<file path="src/rtl/mem_pkg.sv">
// Shared encodings for the memory-access stage: access sizes, FSM states, byte-enable helpers.
package mem_pkg;

  localparam logic [1:0] MEM_SZ_BYTE = 2'b00;
  localparam logic [1:0] MEM_SZ_HALF = 2'b01;
  localparam logic [1:0] MEM_SZ_WORD = 2'b10;

  localparam logic [3:0] DMEM_BE_ALL = 4'b1111;

  typedef enum logic [1:0] {
    ST_IDLE = 2'd0,
    ST_WAIT = 2'd1,
    ST_DONE = 2'd2
  } mem_state_e;

  // Size 11 has no meaning of its own and behaves as a word access.
  function automatic logic [1:0] mem_norm_size(input logic [1:0] sz);
    return (sz == 2'b11) ? MEM_SZ_WORD : sz;
  endfunction

  function automatic logic [3:0] mem_store_be(input logic [1:0] sz, input logic [1:0] lo);
    logic [3:0] be;
    case (sz)
      MEM_SZ_BYTE: be = 4'b0001 << lo;
      MEM_SZ_HALF: be = lo[1] ? 4'b1100 : 4'b0011;
      default:     be = DMEM_BE_ALL;
    endcase
    return be;
  endfunction

endpackage

</file>
<file path="src/rtl/mem_access_unit_if.sv">
// Data-memory request/acknowledge bus; master is the pipeline stage, slave is the memory.
interface mem_access_unit_if #(
  parameter int ADDR_W = 32
);
  logic              req;
  logic              we;
  logic [ADDR_W-1:0] addr;
  logic [3:0]        be;
  logic [31:0]       wdata;
  logic [31:0]       rdata;
  logic              ack;

  modport master (
    output req, we, addr, be, wdata,
    input  rdata, ack
  );

  modport slave (
    input  req, we, addr, be, wdata,
    output rdata, ack
  );
endinterface

</file>
<file path="src/rtl/mem_load_align.sv">
// Combinational load lane select plus zero/sign extension of a little-endian read word.
module mem_load_align
  import mem_pkg::*;
(
  input  logic [31:0] rdata_i,
  input  logic [1:0]  addr_lo_i,
  input  logic [1:0]  size_i,
  input  logic        unsigned_i,
  output logic [31:0] result_o
);

  logic [7:0]  byte_lane;
  logic [15:0] half_lane;

  assign byte_lane = rdata_i[{addr_lo_i, 3'b000} +: 8];
  assign half_lane = addr_lo_i[1] ? rdata_i[31:16] : rdata_i[15:0];

  always_comb begin
    result_o = rdata_i;
    case (mem_norm_size(size_i))
      MEM_SZ_BYTE: result_o = {{24{~unsigned_i & byte_lane[7]}}, byte_lane};
      MEM_SZ_HALF: result_o = {{16{~unsigned_i & half_lane[15]}}, half_lane};
      default:     result_o = rdata_i;
    endcase
  end

endmodule

</file>
<file path="src/rtl/mem_access_unit.sv">
// Pipeline memory stage: runs the dmem req/ack transaction, stalls the front end until DONE.
// Optional MEM_MISALIGN_TRAP_EN adds MEM_Misalign and suppresses misaligned half/word accesses.
module mem_access_unit
  import mem_pkg::*;
#(
  parameter int ADDR_W = 32
) (
  input  logic               CLK,
  input  logic               RST,
  input  logic               MEM_MemRead,
  input  logic               MEM_MemWrite,
  input  logic               MEM_WB_RegWre,
  input  logic [1:0]         MEM_Size,
  input  logic               MEM_Unsigned,
  input  logic [31:0]        MEM_ALU_Result,
  input  logic [31:0]        MEM_StoreData,
  input  logic [4:0]         MEM_Reg_RD,
  mem_access_unit_if.master  dmem,
  output logic               MEM_Stall,
  output logic               WB_RegWre_o,
  output logic [4:0]         WB_Reg_RD_o,
  output logic [31:0]        MEM_ALU_DataBus
`ifdef MEM_MISALIGN_TRAP_EN
  ,
  output logic               MEM_Misalign
`endif
);

  mem_state_e        state_q;
  logic [ADDR_W-1:0] addr_q;
  logic              we_q;
  logic [3:0]        be_q;
  logic [31:0]       wdata_q;
  logic [31:0]       rdata_q;
  logic              ld_q;
  logic [1:0]        lo_q;
  logic [1:0]        size_q;
  logic              uns_q;

  logic              access;
  logic              is_load;
  logic [1:0]        size_n;
  logic [1:0]        lo;
  logic              misalign;
  logic              go;
  logic              idle_req;
  logic              waiting;
  logic              req;
  logic [ADDR_W-1:0] addr_d;
  logic              we_d;
  logic [3:0]        be_d;
  logic [31:0]       wdata_d;
  logic [31:0]       load_ext;

  assign access  = MEM_MemRead | MEM_MemWrite;
  assign is_load = MEM_MemRead;
  assign size_n  = mem_norm_size(MEM_Size);
  assign lo      = MEM_ALU_Result[1:0];

`ifdef MEM_MISALIGN_TRAP_EN
  assign misalign = access & (state_q == ST_IDLE) &
                    (((size_n == MEM_SZ_HALF) & lo[0]) |
                     ((size_n == MEM_SZ_WORD) & (lo != 2'b00)));
  assign MEM_Misalign = ~RST & misalign;
`else
  assign misalign = 1'b0;
`endif

  assign go       = access & ~misalign;
  assign idle_req = (state_q == ST_IDLE) & go;
  assign waiting  = (state_q == ST_WAIT);
  assign req      = ~RST & (idle_req | waiting);

  // Memory is word addressed; the low bits only steer lanes.
  assign addr_d = {MEM_ALU_Result[ADDR_W-1:2], 2'b00};
  assign we_d   = ~is_load;
  assign be_d   = is_load ? DMEM_BE_ALL : mem_store_be(size_n, lo);

  always_comb begin
    wdata_d = MEM_StoreData;
    case (size_n)
      MEM_SZ_BYTE: wdata_d = {4{MEM_StoreData[7:0]}};
      MEM_SZ_HALF: wdata_d = {2{MEM_StoreData[15:0]}};
      default:     wdata_d = MEM_StoreData;
    endcase
  end

  always_ff @(posedge CLK) begin
    if (RST) begin
      state_q <= ST_IDLE;
      addr_q  <= '0;
      we_q    <= 1'b0;
      be_q    <= '0;
      wdata_q <= '0;
      rdata_q <= '0;
      ld_q    <= 1'b0;
      lo_q    <= '0;
      size_q  <= '0;
      uns_q   <= 1'b0;
    end else begin
      case (state_q)
        ST_IDLE: begin
          if (go) begin
            addr_q  <= addr_d;
            we_q    <= we_d;
            be_q    <= be_d;
            wdata_q <= wdata_d;
            ld_q    <= is_load;
            lo_q    <= lo;
            size_q  <= size_n;
            uns_q   <= MEM_Unsigned;
            if (dmem.ack) begin
              rdata_q <= dmem.rdata;
              state_q <= ST_DONE;
            end else begin
              state_q <= ST_WAIT;
            end
          end
        end
        ST_WAIT: begin
          if (dmem.ack) begin
            rdata_q <= dmem.rdata;
            state_q <= ST_DONE;
          end
        end
        ST_DONE: state_q <= ST_IDLE;
        default: state_q <= ST_IDLE;
      endcase
    end
  end

  mem_load_align u_align (
    .rdata_i    (rdata_q),
    .addr_lo_i  (lo_q),
    .size_i     (size_q),
    .unsigned_i (uns_q),
    .result_o   (load_ext)
  );

  // WAIT replays the captured request so the memory sees a stable bus.
  assign dmem.req   = req;
  assign dmem.we    = ~RST & (waiting ? we_q : (idle_req & we_d));
  assign dmem.be    = RST ? 4'b0000 : (waiting ? be_q : (idle_req ? be_d : 4'b0000));
  assign dmem.addr  = waiting ? addr_q : addr_d;
  assign dmem.wdata = waiting ? wdata_q : wdata_d;

  assign MEM_Stall       = req;
  assign WB_RegWre_o     = ~RST & MEM_WB_RegWre & ~req & ~misalign;
  assign WB_Reg_RD_o     = MEM_Reg_RD;
  assign MEM_ALU_DataBus = RST ? 32'h0 :
                           (((state_q == ST_DONE) & ld_q) ? load_ext : MEM_ALU_Result);

endmodule

</file>
<file path="src/flat_wrapper.sv">
// flat-port wrapper written by rule: the top's interface ports become plain ports
module mem_access_unit_flat import mem_pkg::*;
#(
  parameter int ADDR_W = 32
)
  (CLK, RST, MEM_MemRead, MEM_MemWrite, MEM_WB_RegWre, MEM_Size, MEM_Unsigned, MEM_ALU_Result, MEM_StoreData, MEM_Reg_RD, MEM_Stall, WB_RegWre_o, WB_Reg_RD_o, MEM_ALU_DataBus, dmem_req, dmem_we, dmem_addr, dmem_be, dmem_wdata, dmem_rdata, dmem_ack);
  mem_access_unit_if #(.ADDR_W(ADDR_W)) dmem_i ();
  input  logic CLK;
  input  logic RST;
  input  logic MEM_MemRead;
  input  logic MEM_MemWrite;
  input  logic MEM_WB_RegWre;
  input  logic [1:0] MEM_Size;
  input  logic MEM_Unsigned;
  input  logic [31:0] MEM_ALU_Result;
  input  logic [31:0] MEM_StoreData;
  input  logic [4:0] MEM_Reg_RD;
  output logic MEM_Stall;
  output logic WB_RegWre_o;
  output logic [4:0] WB_Reg_RD_o;
  output logic [31:0] MEM_ALU_DataBus;
  output wire logic [$bits(dmem_i.req)-1:0] dmem_req;
  output wire logic [$bits(dmem_i.we)-1:0] dmem_we;
  output wire logic [$bits(dmem_i.addr)-1:0] dmem_addr;
  output wire logic [$bits(dmem_i.be)-1:0] dmem_be;
  output wire logic [$bits(dmem_i.wdata)-1:0] dmem_wdata;
  input wire logic [$bits(dmem_i.rdata)-1:0] dmem_rdata;
  input wire logic [$bits(dmem_i.ack)-1:0] dmem_ack;
  assign dmem_req = dmem_i.req;
  assign dmem_we = dmem_i.we;
  assign dmem_addr = dmem_i.addr;
  assign dmem_be = dmem_i.be;
  assign dmem_wdata = dmem_i.wdata;
  assign dmem_i.rdata = dmem_rdata;
  assign dmem_i.ack = dmem_ack;
  mem_access_unit #(.ADDR_W(ADDR_W)) u_core (.CLK(CLK), .RST(RST), .MEM_MemRead(MEM_MemRead), .MEM_MemWrite(MEM_MemWrite), .MEM_WB_RegWre(MEM_WB_RegWre), .MEM_Size(MEM_Size), .MEM_Unsigned(MEM_Unsigned), .MEM_ALU_Result(MEM_ALU_Result), .MEM_StoreData(MEM_StoreData), .MEM_Reg_RD(MEM_Reg_RD), .dmem(dmem_i), .MEM_Stall(MEM_Stall), .WB_RegWre_o(WB_RegWre_o), .WB_Reg_RD_o(WB_Reg_RD_o), .MEM_ALU_DataBus(MEM_ALU_DataBus));
endmodule
</file>
<file path="config.mk">
export PLATFORM = sky130hd
export DESIGN_NAME = mem_access_unit_flat
export DESIGN_NICKNAME = d
export VERILOG_FILES = /design/src/rtl/mem_pkg.sv /design/src/rtl/mem_access_unit_if.sv /design/src/rtl/mem_load_align.sv /design/src/rtl/mem_access_unit.sv /design/src/flat_wrapper.sv
export SDC_FILE = /design/constraint.sdc
export NUM_CORES = 1
export LEC_CHECK = 0
export BUFFER_PORTS_ARGS = -buffer_cell sky130_fd_sc_hd__buf_2
export CORE_UTILIZATION = 40
export CTS_BUF_LIST = sky130_fd_sc_hd__clkbuf_16
export CTS_CLUSTER_DIAMETER = 80
export DETAILED_ROUTE_END_ITERATION = 10
export PLACE_DENSITY_LB_ADDON = 0.15
export SETUP_SLACK_MARGIN = 0.1
export SYNTH_ARGS = -nofsm -noshare
export SYNTH_HDL_FRONTEND = slang
export SYNTH_SLANG_ARGS = --single-unit
export TNS_END_PERCENT = 5
</file>
<file path="constraint.sdc">
create_clock -name CLK -period 4.3 [get_ports CLK]
set_input_delay 0.43 -clock CLK [delete_from_list [all_inputs] [get_ports CLK]]
set_output_delay 0.43 -clock CLK [all_outputs]
set_load 0.03 [all_outputs]
</file>
Yosys cells after proc, flatten, opt, wreduce, memory -nomap -nowiden
Cells that the tools add are included.
Operators by class
  equality and inequality tests: 8
  shift-type cells: 2
  muxes and demuxes: 23
  bitwise logic cells: 15
  reduce and logical (&&, ||, !) cells: 7
Operators by type and width (number)
  $mux 32: 6
  $pmux 32 s2: 3
  $shiftx 32x6->8: 1
  $mux 4: 5
  $mux 16: 1
  $mux 2: 5
  $and 1x1->1: 9
  $pmux 4 s2: 1
  $eq 2x1->1 const B: 3
  $eq 2x2->1 const B: 3
  $logic_not 2->1: 3
  $reduce_and 2->1: 3
  $not 1->1: 4
  $pmux 2 s2: 1
  $shl 1x2->4 const A: 1
  $ne 2x1->1 const B: 1
  $ne 2x2->1 const B: 1
  $or 1x1->1: 2
  $reduce_bool 2->1: 1
  $mux 1: 1
Storage, ports and cells
  register bits after elaboration: 107
  output and inout port bits: 109
  logic and storage cells: 65

Depth between registers and ports, before layout
  word-level depth: 8
  mapped depth: 7

Cells and area by module
From an unflattened synthesis, not the netlist that was laid out.
Unflattened totals
  cell total of the unflattened synthesis: 944
  area total of the unflattened synthesis: 6587.6 um^2
Modules (own cells, without submodules)
  mem_access_unit: instances 1, cells each 822, area an instance 5893.2 um^2, seq. area each 2142.1 um^2
  mem_load_align: instances 1, cells each 122, area an instance 694.4 um^2, seq. area each 0.0 um^2

Worst setup path after synthesis
OpenSTA, ideal clock, no wires.
  path kind: reg2out
  start: register u_core.size_q[1]
  end: output MEM_ALU_DataBus[20]
  arrival: 1894 ps
  required time: 3870 ps
  slack: 1976 ps
  cell stages (with the launch flop): 6
  path through: dfxtp_1 -> clkbuf_1 -> nor2_1 -> clkbuf_1 -> a21oi_1 -> o21ai_0
Between the ends
  word-level cells in the longest chain between the ends: 6
  elaborated cells on any way between the ends: 7
  those cells by class: eq/ne (2); mux (4); reduce/logical (1)
Ends and longest elaborated chain
  start, declared: line mem_access_unit.sv:37  | logic [1:0] size_q;
  start signal, assigned: line mem_access_unit.sv:110  | size_q <= size_n;
  $eq 2x2->1: line mem_pkg.sv:18  | return (sz == 2'b11) ? MEM_SZ_WORD : sz;
  $mux 2 (*): line mem_pkg.sv:18
  $eq 2x1->1 / $logic_not 2->1 (equally long branches): line mem_load_align.sv:20  | case (mem_norm_size(size_i))
  $pmux 32 s2 (*): line mem_load_align.sv:20
  $mux 32 (*): line mem_access_unit.sv:151  | (((state_q == ST_DONE) & ld_q) ? load_ext : MEM_ALU_Result);
  $mux 32 (*): line mem_access_unit.sv:150  | assign MEM_ALU_DataBus = RST ? 32'h0 :
  end, declared: line flat_wrapper.sv:21  | output logic [31:0] MEM_ALU_DataBus;
Mark *: on every way between the ends. The rest lies on a longest branch, timed or not.

Worst setup path in the final report
  start: register u_core.state_q[1]
  end: output MEM_ALU_DataBus[14]
Between the ends
  word-level cells in the longest chain between the ends: 4
Ends and longest elaborated chain
  start, declared: line mem_access_unit.sv:29  | mem_state_e state_q;
  start signal, assigned: line mem_access_unit.sv:90  | state_q <= ST_IDLE;
  start signal, assigned: line mem_access_unit.sv:114  | state_q <= ST_DONE;
  start signal, assigned: line mem_access_unit.sv:116  | state_q <= ST_WAIT;
  $eq 2x2->1: line mem_access_unit.sv:151
  $and 1x1->1: line mem_access_unit.sv:151
  $mux 32: line mem_access_unit.sv:151
  $mux 32: line mem_access_unit.sv:150
Every way passes these cells.

==> run metrics <==
XOR/XNOR Fraction of Synth Area=0; # IOs=219; Wirelength per Cell=15.73 µm; drt pass-1 iters=5; drt initial violations=491; kind of critical path=register to primary output; Critical Path AT=2.58 ns; vias in the first global route=5610; r2r setup slk=1.98 ns; core area=0.01459 mm²; post-DP HPWL=13650 µm; part of the power in registers=0.430; Die Footprint=0.01551 mm²; internal cell power=1.678 mW; launching point of the worst reg2reg path=u_core.state_q[1]$_SDFFE_PP0P_; Combinational Power Share=0.278; Avg Cell Area, Syn=6.716 µm²; sequential-to-total area share from yosys stat=0.3567; worst hold path class=input pin to register; share of cells above drive strength 1=0.2533; final hold vios=0; top cell type's share of synthesized area=0.3567; CP endpoint kind=primary output; RR Endpoint=u_core.wdata_q[27]$_SDFFE_PP0P_; mapped cell area=0.006005 mm²; RSZ-0062 raised after global routing=false; setup TNS=0 ns; Worst-Margin Slew=1.133 ns; Design Area, Final=0.007239 mm²; Max FO, Critical Path=14; Worst Setup Start Kind=register; worst reg-to-reg path cell count=4; final setup violation count=0; Relative slew margins=0.2445; Sw Pwr=928.2 µW; Area Overhead vs Synth=20.57%; Req. time, crit path=3.87 ns; Post-Synth Simple-Gate Area=0.2971; Detail Route Antenna Nets=0; Sw Share=0.3561; crit path capture=MEM_ALU_DataBus[14]; Async SR Flop Fraction=0; Critical Path Start=u_core.state_q[1]$_SDFFE_PP0P_; Resize count post-CTS=0; global-route wire length before repair=30640 µm; placed instance area=0.006979 mm²; DIE WIDTH=124.5 µm; GRT Residual Overflow=0; largest net degree at the start of global routing=68; Post-Synthesis Cells=894; P_leak=3.327 nW; Synth area leader=dfxtp_1; Yosys reg bits=107; H-tree depth=3; Initial Util=0.4116; ys flop type=dfxtp_1; initial antenna violation count=0; synth unique cells=40; Fin Clk Skew=0.004256 ns; fin crit share=0.6997; Tmin final=3.009 ns; vias per cell=5.231; clk buf depth=2; n_diodes=0; hold buffers post-CTS=0; CTS sink cnt=107; Max Clk Rate=0.3324 GHz; yosys warns=0; Clk Latency, worst-skew pair=0.35 ns; adder-cell share of the synthesized area=0; Power per Cell Area=360.0 mW/mm²; CTS Buf Count=9; status=complete, no violations; Final GP Congestion=0.8549; FP Rows=44; Compound-Gate Fraction of Synth Area=0.2157; largest family of logic cells by synthesized area=simple AND/OR/NAND/NOR gates; DR DRC count=0; root buffer cell=clkbuf_16; Worst VDD drop=0.0001986 V; Max Slew Vio Count=0; Area contributors post-synth=dfxtp_1 (36%), nand2_1 (21%), a21oi_1 (11%); # Post-CTS Setup Buffers=0; clock transition at the registers of the reported paths=0.07 ns; nets=1151; gr usage total=0.2453; Post-synth EDFFs=0; Worst Hold Launch=dmem_ack; port bufs=206; CTS tree=yes; Die H=124.5 µm; routed wire length=19350 µm; clock share of power=0.292; post-synthesis mux area share=0.06251; routed vias=6434; max-cap viol count=0
## placed cells by master (no fill, tap or decap), types with 5 or more instances in the layout
| cell type | instances |
|---|---|
| a211oi_1 | 23 |
| a21oi_1 | 128 |
| a31oi_1 | 9 |
| and2_1 | 8 |
| buf_2 | 205 |
| buf_4 | 11 |
| clkbuf_16 | 9 |
| dfxtp_1 | 107 |
| inv_1 | 5 |
| mux2_2 | 8 |
| mux2i_1 | 24 |
| nand2_1 | 335 |
| nand3b_1 | 10 |
| nor2_1 | 68 |
| nor3_1 | 10 |
| o21ai_0 | 34 |
| o21ai_2 | 10 |
| o221a_2 | 7 |
## flip-flops by register name, indices dropped and copies added (netlist names)
name / count
u_core.we_q: 1
u_core.addr_q: 30
u_core.uns_q: 1
u_core.state_q: 2
u_core.wdata_q: 32
u_core.size_q: 2
u_core.be_q: 4
u_core.lo_q: 2
u_core.rdata_q: 32
u_core.ld_q: 1
## power by group through the flow
stage | sequential [mW] | clock (mW) | combinational, mW
6_report | 1.12 | 0.761 | 0.726
5_1_grt | 1.13 | 0.819 | 0.794
4_1_cts | 1.12 | 0.779 | 0.727
3_5_place_dp | 1.14 | 0 | 0.724
3_3_place_gp | 1.14 | 0 | 0.723
2_1_floorplan | 1.12 | 0 | 0.521
## how the worst min path moves through the flow
stage	endpoint	slack, ns	cells past startpoint
after detailed placement	u_core.wdata_q[6]$_SDFFE_PP0P_	0.45	2
after CTS	u_core.state_q[0]$_SDFFE_PP0P_	0.27	2
after global routing	u_core.state_q[0]$_SDFFE_PP0P_	0.29	2
after global placement	u_core.wdata_q[3]$_SDFFE_PP0P_	0.44	2
after floorplan	u_core.rdata_q[0]$_SDFFE_PP0P_	0.44	2
final	u_core.state_q[0]$_SDFFE_PP0P_	0.29	2
## cells by family (layout without fill, tap and decap cells)
group / Yosys count / in the layout
AND/OR/NAND/NOR: 446 / 446
other: 1 / 2
buffers and inverters: 86 / 237
flip-flops: 107 / 107
AO/OA/AOI/OAI: 219 / 219
multiplexers: 35 / 35
## per-stage QoR
stage          hold WS (ns)  instances  total power [mW]  utilization  setup WS [ns]
6_report             0.2868       1230             2.606       0.4962          1.291
5_1_grt              0.2858       1230             2.741       0.4962          1.128
4_1_cts              0.2727       1230             2.624       0.4962          1.299
3_5_place_dp         0.4469       1214             1.865       0.4784          1.681
3_3_place_gp         0.4435       1214             1.863       0.4784          1.679
2_1_floorplan        0.4365        895             1.643            -          1.976
## final cells by class
class                   instances  area [µm²]
inverters                       5       18.77
multi-input cells             702        3480
clock buffers                   9       225.2
fillers                      1569        7350
clock inverters                 7       35.03
repair buffers                216        1109
flip-flops and latches        107        2142
well taps                     184       230.2
## synth_stat cells, types with 9 or more instances
cell type / number
o21ai_2: 10
clkbuf_1: 44
a21oi_1: 128
o21ai_0: 34
mux2i_1: 24
a211oi_1: 23
a31oi_1: 9
nand2_1: 336
buf_2: 22
nor3_1: 10
dfxtp_1: 107
nand3b_1: 10
nor2_1: 68
## per-layer routing
metal,part of all wire,GRT usage,routed length [µm],vias up
met1,0.47,0.3563,9163,2931
met5,0,0,0,-
met3,0.058,0.03179,1115,17
met2,0.46,0.3783,8819,232
met4,0.013,0.06662,253,0
li1,-,-,-,3254
## critical path: stages (launching register included)
cell and delay [ns]:
dfxtp_1 0.56, and3b_1 0.60, nand2b_1 0.37, a31oi_4 0.35, a211oi_1 0.14, buf_2 0.21
No activity file was read; power rests on OpenSTA's default activity.
